File: config.mk
export PLATFORM = sky130hd
export DESIGN_NAME = map_ss_seq
export DESIGN_NICKNAME = d
export VERILOG_FILES = /design/src/rtl/map_ss_pkg.sv /design/src/rtl/m2_fall_det.sv /design/src/rtl/map_ss_seq.sv
export SDC_FILE = /design/constraint.sdc
export NUM_CORES = 1
export LEC_CHECK = 0
export CAP_MARGIN = 20
export CORE_ASPECT_RATIO = 0.75
export CORE_MARGIN = 4
export CORE_UTILIZATION = 54
export DETAILED_ROUTE_END_ITERATION = 7
export GPL_TIMING_DRIVEN = 0
export PLACE_DENSITY = 0.87
export SLEW_MARGIN = 10
export SYNTH_ARGS = -nofsm -noshare
export SYNTH_HDL_FRONTEND = slang
export SYNTH_SLANG_ARGS = --single-unit
export TNS_END_PERCENT = 10
File: constraint.sdc
create_clock -name clk -period 5.2 [get_ports clk]
set_clock_uncertainty 0.05 [all_clocks]
set_input_delay 1.04 -clock clk [delete_from_list [all_inputs] [get_ports clk]]
set_output_delay 1.04 -clock clk [all_outputs]
set_load 0.05 [all_outputs]
File: src/rtl/map_ss_pkg.sv
// Shared types and defaults for the mapper save-state sequencer.
// Holds the sequencer state enum and default sizing constants.
package map_ss_pkg;

    typedef enum logic [2:0] {
        IDLE     = 3'd0,
        SAVE     = 3'd1,
        LD_FETCH = 3'd2,
        LD_ARM   = 3'd3,
        VERIFY   = 3'd4,
        DONE     = 3'd5
    } ss_state_e;

    localparam int SS_IDX_ADDR_DEF = 127;
    localparam int SS_LEN_DEF      = 128;
    localparam int SS_TIMEOUT_DEF  = 4096;

endpackage

File: src/rtl/m2_fall_det.sv
// M2 synchroniser and falling-edge detector for the system clock domain.
// Ports: clk, sys_rst (async, active-high), m2 (async in), fall_p (1-clk pulse).
module m2_fall_det (
    input  logic clk,
    input  logic sys_rst,
    input  logic m2,
    output logic fall_p
);

    logic [2:0] sync_q, sync_d;
    logic       fall_q, fall_d;

    // [0],[1] synchronise; [2] is the previous synchronised level.
    always_comb begin
        sync_d = {sync_q[1:0], m2};
        fall_d = sync_q[2] & ~sync_q[1];
    end

    always_ff @(posedge clk or posedge sys_rst) begin
        if (sys_rst) begin
            sync_q <= '0;
            fall_q <= 1'b0;
        end else begin
            sync_q <= sync_d;
            fall_q <= fall_d;
        end
    end

    assign fall_p = fall_q;

endmodule

File: src/rtl/map_ss_seq.sv
// Save-state sequencer: copies mapper registers to/from a buffer RAM,
// stepping the mapper save-state port in lock-step with M2 falling edges.
// Ports: clk/sys_rst/m2, req_save/req_load, busy/done/err status,
// ss_* mapper save-state port, buf_* buffer RAM port, map_idx_o, verify_err.
// Optional: define MAP_SS_VERIFY_EN to add a read-back compare after load.
module map_ss_seq
    import map_ss_pkg::*;
#(
    parameter int SS_LEN   = SS_LEN_DEF,
    parameter int AW       = 7,
    parameter int IDX_ADDR = SS_IDX_ADDR_DEF,
    parameter int TIMEOUT  = SS_TIMEOUT_DEF
) (
    input  logic          clk,
    input  logic          sys_rst,
    input  logic          m2,
    input  logic          req_save,
    input  logic          req_load,
    output logic          busy,
    output logic          done,
    output logic          err,
    output logic          ss_act,
    output logic          ss_we,
    output logic [7:0]    ss_addr,
    output logic [7:0]    ss_wdat,
    input  logic [7:0]    ss_rdat,
    output logic [AW-1:0] buf_addr,
    output logic          buf_we,
    output logic [7:0]    buf_wdat,
    input  logic [7:0]    buf_rdat,
    output logic [7:0]    map_idx_o,
    output logic          verify_err
);

    localparam int TW = $clog2(TIMEOUT + 1);
    localparam logic [7:0]    LAST = 8'(SS_LEN - 1);
    localparam logic [7:0]    IDX  = 8'(IDX_ADDR);
    localparam logic [TW-1:0] TMO  = TW'(TIMEOUT);

    ss_state_e     state_q, state_d;
    logic [7:0]    ss_addr_q, ss_addr_d, addr_nxt;
    logic          ss_we_q, ss_we_d;
    logic [7:0]    ss_wdat_q, ss_wdat_d;
    logic [AW-1:0] buf_addr_q, buf_addr_d;
    logic          buf_we_q, buf_we_d;
    logic [7:0]    buf_wdat_q, buf_wdat_d;
    logic [7:0]    map_idx_q, map_idx_d;
    logic          err_q, err_d;
    logic          armed_q, armed_d;
    logic [TW-1:0] tmo_q, tmo_d;
    logic          fall_p;
    logic          active;

`ifdef MAP_SS_VERIFY_EN
    logic          vfy_q, vfy_d;
`endif

    m2_fall_det u_fall (
        .clk    (clk),
        .sys_rst(sys_rst),
        .m2     (m2),
        .fall_p (fall_p)
    );

    assign active = (state_q == SAVE) || (state_q == LD_FETCH) ||
                    (state_q == LD_ARM) || (state_q == VERIFY);

    always_comb begin
        state_d    = state_q;
        ss_addr_d  = ss_addr_q;
        ss_we_d    = ss_we_q;
        ss_wdat_d  = ss_wdat_q;
        buf_addr_d = buf_addr_q;
        buf_we_d   = 1'b0;
        buf_wdat_d = buf_wdat_q;
        map_idx_d  = map_idx_q;
        err_d      = err_q;
        armed_d    = armed_q;
        addr_nxt   = ss_addr_q + 8'd1;
        tmo_d      = '0;
`ifdef MAP_SS_VERIFY_EN
        vfy_d      = vfy_q;
`endif
        if (active && !fall_p) begin
            tmo_d = tmo_q + TW'(1);
        end

        unique case (state_q)
            IDLE: begin
                if (req_save || req_load) begin
                    ss_addr_d  = '0;
                    buf_addr_d = '0;
                    ss_we_d    = 1'b0;
                    armed_d    = 1'b0;
                    err_d      = 1'b0;
`ifdef MAP_SS_VERIFY_EN
                    vfy_d      = 1'b0;
`endif
                    state_d    = req_save ? SAVE : LD_FETCH;
                end
            end
            SAVE: begin
                if (fall_p) begin
                    buf_we_d   = 1'b1;
                    buf_addr_d = ss_addr_q[AW-1:0];
                    buf_wdat_d = ss_rdat;
                    if (ss_addr_q == IDX) begin
                        map_idx_d = ss_rdat;
                    end
                    if (ss_addr_q == LAST) begin
                        state_d = DONE;
                    end else begin
                        ss_addr_d = addr_nxt;
                    end
                end
            end
            LD_FETCH: begin
                ss_we_d = 1'b0;
                if (fall_p) begin
                    armed_d = 1'b1;
                end
                state_d = LD_ARM;
            end
            LD_ARM: begin
                // Raise ss_we only once an M2 fall has been seen, so the
                // first write cannot race a fall already in flight.
                if (!ss_we_q && armed_q) begin
                    ss_wdat_d = buf_rdat;
                    ss_we_d   = 1'b1;
                end
                if (fall_p) begin
                    armed_d = 1'b1;
                    if (ss_we_q) begin
                        ss_we_d = 1'b0;
                        if (ss_addr_q == LAST) begin
`ifdef MAP_SS_VERIFY_EN
                            ss_addr_d  = '0;
                            buf_addr_d = '0;
                            state_d    = VERIFY;
`else
                            state_d    = DONE;
`endif
                        end else begin
                            ss_addr_d  = addr_nxt;
                            buf_addr_d = addr_nxt[AW-1:0];
                            state_d    = LD_FETCH;
                        end
                    end
                end
            end
`ifdef MAP_SS_VERIFY_EN
            VERIFY: begin
                // buf_addr equals ss_addr, so buf_rdat has settled well
                // before the next fall.
                if (fall_p) begin
                    if (ss_rdat != buf_rdat) begin
                        vfy_d = 1'b1;
                    end
                    if (ss_addr_q == LAST) begin
                        state_d = DONE;
                    end else begin
                        ss_addr_d  = addr_nxt;
                        buf_addr_d = addr_nxt[AW-1:0];
                    end
                end
            end
`endif
            DONE: begin
                ss_we_d = 1'b0;
                state_d = IDLE;
            end
            default: begin
                state_d = IDLE;
            end
        endcase

        if (active && tmo_q == TMO) begin
            err_d    = 1'b1;
            ss_we_d  = 1'b0;
            buf_we_d = 1'b0;
            state_d  = DONE;
        end
    end

    always_ff @(posedge clk or posedge sys_rst) begin
        if (sys_rst) begin
            state_q    <= IDLE;
            ss_addr_q  <= '0;
            ss_we_q    <= 1'b0;
            ss_wdat_q  <= '0;
            buf_addr_q <= '0;
            buf_we_q   <= 1'b0;
            buf_wdat_q <= '0;
            map_idx_q  <= '0;
            err_q      <= 1'b0;
            armed_q    <= 1'b0;
            tmo_q      <= '0;
        end else begin
            state_q    <= state_d;
            ss_addr_q  <= ss_addr_d;
            ss_we_q    <= ss_we_d;
            ss_wdat_q  <= ss_wdat_d;
            buf_addr_q <= buf_addr_d;
            buf_we_q   <= buf_we_d;
            buf_wdat_q <= buf_wdat_d;
            map_idx_q  <= map_idx_d;
            err_q      <= err_d;
            armed_q    <= armed_d;
            tmo_q      <= tmo_d;
        end
    end

`ifdef MAP_SS_VERIFY_EN
    always_ff @(posedge clk or posedge sys_rst) begin
        if (sys_rst) begin
            vfy_q <= 1'b0;
        end else begin
            vfy_q <= vfy_d;
        end
    end
    assign verify_err = vfy_q;
`else
    assign verify_err = 1'b0;
`endif

    assign busy      = (state_q != IDLE);
    assign done      = (state_q == DONE);
    assign err       = err_q;
    assign ss_act    = active;
    assign ss_we     = ss_we_q;
    assign ss_addr   = ss_addr_q;
    assign ss_wdat   = ss_wdat_q;
    assign buf_addr  = buf_addr_q;
    assign buf_we    = buf_we_q;
    assign buf_wdat  = buf_wdat_q;
    assign map_idx_o = map_idx_q;

endmodule

# == Word-level counts from Yosys, hierarchy flattened ==
# Cells that the tools add are included.
# word_totals
regBits,63
input_bits,21
elab_cells,97
# op_classes
n_addsub,2
n_eq_ne,18
mux,35
bitwise,2
reduce_logical,27
# ops
cell,count
$mux 8,5
$mux 7,5
$pmux 8 s3,1
$mux 3,7
$pmux 7 s3,1
$add 13x1->13 const B,1
$eq 13x13->1 const B,1
$mux 13,1
$pmux 3 s4,1
$mux 1,11
$reduce_and 5->1,2
$ne 3x1->1 const B,3
$add 8x1->8 const B,1
$eq 8x7->1 const B,1
$reduce_and 2->1,4
$eq 3x2->1 const B,2
$eq 3x3->1 const B,2
$ne 2x1->1 const B,3
$ne 2x2->1 const B,3
$reduce_and 3->1,2
$reduce_and 6->1,1
$reduce_bool 2->1,3
$reduce_bool 3->1,2
$logic_or 1x1->1,4
13 further kinds,17

# == Depth between registers and ports, before layout ==
# logic_depth
word_depth,7
ltp_mapped,7
depth_no_buf,6

# == Modules after synthesis ==
# Synthesis repeated with hierarchy kept, for this count alone.
# unflattened
cells_unflattened,257
hier_area_um2,2921.6
# modules_own_cells
module,n_inst,cells_each,area_each_um2,seq_area_each_um2
map_ss_seq,1,251,2803.9,1476.4
m2_fall_det,1,6,117.6,100.1

# == Worst setup path after synthesis ==
# OpenSTA, ideal clock, no wires.
# synth_timing
path_kind,register -> output
from,register state_q[1]
to,output port ss_act
t_arrival_ps,1407
t_required_ps,4110
slack_ps,2703
path_stages_with_launch,5
cell_sequence,dfrtp_1 -> buf_2 -> or3_1 -> nand2_1 -> inv_1
# synth_between
elab_chain_cells,4
# synth_lines
element,line,text
from (decl),map_ss_seq.sv:40,"ss_state_e state_q, state_d;"
from (signal assigned),map_ss_seq.sv:199,state_q <= state_d;
$eq 3x1->1 or $eq 3x2->1 (tied branches),map_ss_seq.sv:65,assign active = (state_q == SAVE) || (state_q == LD_FETCH) ||
$logic_or 1x1->1 (2 in series),map_ss_seq.sv:65,
$logic_or 1x1->1 (*),map_ss_seq.sv:66,(state_q == LD_ARM) || (state_q == VERIFY);
to (decl),map_ss_seq.sv:22,"output logic ss_act,"
# Mark *: on every way between the ends. The rest lies on a longest branch, timed or not.

# == Worst setup path after layout ==
# layout_timing
from,register state_q[0]
to,output port ss_act
# Same word-level chain as after synthesis.

==> summary.md <==
| Metric | Value |
|---|---|
| Seq/Total Area, Yosys | 54.1% |
| Hold-fix buffers, CTS | 0 |
| Gr ovfl total | 0 |
| Initial antenna violation count | 0 |
| P_leak | between 0.0015 and 0.002 uW |
| Site Rows | 22 |
| CTS Buf Count | 9 |
| Layout area overhead | 33.0% |
| Syn Area/Cell | 11.1 sq um |
| Ports | 67 |
| Vias per cell | around 5.4 |
| Commonest non-fill, non-tap cell in the layout | clkdlybuf4s50_1 |
| Post-synth EDFFs | 0 |
| Root buffer cell | clkbuf_8 |
| Synth warn | 0 |
| Post-CTS Setup Repair Bufs | 0 |
| First-pass DRT Iterations | 4 |
| Final Instance Area | 3870 sq um |
| Synth top area share | around 54% |
| Worst setup path end | ss_act |
| Min-delay worst type | flip-flop to flip-flop |
| Synth async-reset ratio | 100% |
| Input/output buffers | 65 |
| Worst reg2reg path endpoint | map_idx_o[4] |
| Die area | 6650 sq um |
| Die height | around 72 microns |
| Mapped Nets | 286 |
| RSZ-0062 raised after global routing | false |
| Core footprint | slightly above 5000 sq um |
| Switch share | approximately 43% |
| Main synth FF type | dfrtp_1 |
| CTS max path bufs | 2 |
| CTS tree | yes |
| Reg power frac | 30.4% |
| DR iter-0 viols | 110 |
| Number of global-route vias before repair | 2246 |
| Share of layout cells above drive strength 1 | 17.0% |
| Fmax | 307 MHz |
| R2r setup slk | 2810 ps |
| GRT Total Usage | ~20% |
| Initial Utilization | 57.5% |
| NetSw | 1060 uW |
| Crit end category | primary output |
| Nets@finish | 362 |
| Reg area | between 1500 and 2000 sq um |
| Pwr/cell area | 629 nW/um^2 |
| Peak supply drop | 0.475 mV |
| Max Slew Vio Count | 0 |
| R2R depth | 6 |
| Clk Latency, worst-skew pair | 340 ps |
| Post-route minimum period | 3250 ps |
| Final setup fails | 0 |
| Seq cells post-synth | 63 |
| Vias | 2239 |
| Largest net degree at the start of global routing | 64 |
| Max_cap viols | 0 |
| DRC Markers | 0 |
| Routed Antenna Nets | 0 |
| WL final | 6.33 mm |
| Status | completed |
| Worst Path Max Fanout | 10 |
| Most frequent cells in the layout | 65 x clkdlybuf4s50_1, 63 x dfrtp_1, 32 x nor2_1 |
| Yosys cell types | 43 |
| Area of the multi-input gates | 1240 sq um |
| Combinational Power Share | ~50% |
| Power share of the clock group | 19.3% |
| WP data required | 4110 ps |
| Resized cells post-CTS | 0 |
| Htree depth | 3 |
| CTS Sinks | 63 |
| First-pass GRT wire length | 10.4 mm |
| Final HPWL DP | about 4.5 mm |
| Drt wl/cell | 15.3 microns |
| # fillers | approximately 370 |
| Crit path launch type | flip-flop |
| Area leader, netlist | dfrtp_1 |
| Mapped Area | 2910 sq um |
| Reg-to-reg critical path startpoint | ss_addr[0] |
| Placed cell area | 3660 sq um |
| Worst Max-Slew Pin Slew | just under 800 ps |
| Fin crit share | 62.6% |
| Chip width | 92.8 microns |
| GP Congestion | 0.866 |
| Setup TNS | 0 ps |
| Hold Fails Final Rpt | 0 |
| Crit Path Class | flip-flop to primary output |
| WP data arrival | 2160 ps |
| Worst slew margin | 47.3% |
| Critical path launch point | state_q[0] |
| Inserted Diodes | 0 |
| Top cells by area, synth | dfrtp_1 54%, mux2_2 12%, nor2_1 4.1% |
| Tot Pwr | around 2400 uW |
| Internal | 1380 uW |
| Reg clk slew, reported paths | about 70 ps |
| Mapped Cells | 262 |
==> power by group through the flow <==
stage | clock, uW | combinational, uW | sequential [uW]
after floorplan | 0 | 417 | 1170
after global placement | 0 | 1210 | 738
after detailed placement | 0 | 1230 | 748
after CTS | 483 | 1230 | 742
after global routing | 509 | 1300 | 763
final | 471 | 1220 | 741
==> critical path, stage by stage (launching register included) <==
cell and delay (ps):
dfrtp_1 400, clkbuf_1 220, o21ai_0 210, nand2_1 90, inv_1 100, clkdlybuf4s50_1 800
==> synthesized netlist by cell type (all sizes together), types with 2 or more instances <==
| cell type | count |
|---|---|
| dfrtp | 63 |
| nor2 | 32 |
| mux2 | 31 |
| nand2 | 19 |
| o21ai | 14 |
| xor2 | 12 |
| nand3 | 10 |
| and3 | 9 |
| buf | 8 |
| inv | 7 |
| nor3 | 6 |
| a21oi | 5 |
| nand4 | 5 |
| xnor2 | 5 |
| clkbuf | 4 |
| or3 | 4 |
| ha | 3 |
| o31ai | 3 |
| a21boi | 2 |
| a21o | 2 |
| and4 | 2 |
| nor2b | 2 |
==> routing by layer <==
metal	wire, microns	track usage [%]	up-vias
met5	0	0	-
met2	2900	29.7	82
met3	659	11.6	10
li1	-	-	1062
met4	85	8.46	0
met1	2690	25.3	1085
==> stage by stage <==
step | util (%) | hold slack [ps] | std cells | setup slack [ps]
after global placement | 72.1 | 286 | 399 | 1470
after global routing | 76.5 | 321 | 413 | 1800
after detailed placement | 72.2 | 288 | 399 | 2230
after floorplan | - | 281 | 262 | 2540
final | 76.5 | 303 | 413 | 1950
after CTS | 76.5 | 308 | 413 | 1930
==> logic make-up (layout without fill, tap and decap cells) <==
family	after synthesis	count (layout)	synth area share (%)
muxes	32	32	12.3
buffers and inverters	19	98	3.14
DFF	63	63	54.1
AOI/OAI and AO/OA	32	32	7.73
other	1	1	0.129
adders and majority gates	3	3	1.29
xor gates and xnor gates	17	17	5.11
and+or+nand+nor	95	95	16.2
==> final cells by class <==
cell class | instances | share of cell area (%)
Buffer | 12 | 1.68
Clock buffer | 11 | 3.91
Clock inverter | 3 | 1.74
Inverter | 7 | 0.743
Multi-Input combinational cell | 180 | 32.1
Sequential cell | 63 | 40.7
Tap cell | 72 | 2.32
Timing Repair Buffer | 65 | 16.8
==> state kept, by name, indices dropped and copies added (netlist names) <==
signal,count
tmo_q,13
buf_wdat,8
map_idx_o,8
ss_addr,8
ss_wdat,8
buf_addr,7
state_q,3
u_fall.sync_q,3
armed_q,1
buf_we,1
err,1
ss_we,1
u_fall.fall_p,1
==> how the worst min path moves through the flow <==
stage | start | end | slack, ps | depth (start not counted)
after CTS | u_fall.sync_q[0] | u_fall.sync_q[1] | 310 | 0
after detailed placement | u_fall.sync_q[0] | u_fall.sync_q[1] | 290 | 0
after global placement | u_fall.sync_q[0] | u_fall.sync_q[1] | 290 | 0
final | u_fall.sync_q[0] | u_fall.sync_q[1] | 300 | 0
after global routing | u_fall.sync_q[0] | u_fall.sync_q[1] | 320 | 0
after floorplan | u_fall.sync_q[0] | u_fall.sync_q[1] | 280 | 0
(Power assumes the default switching activity.)
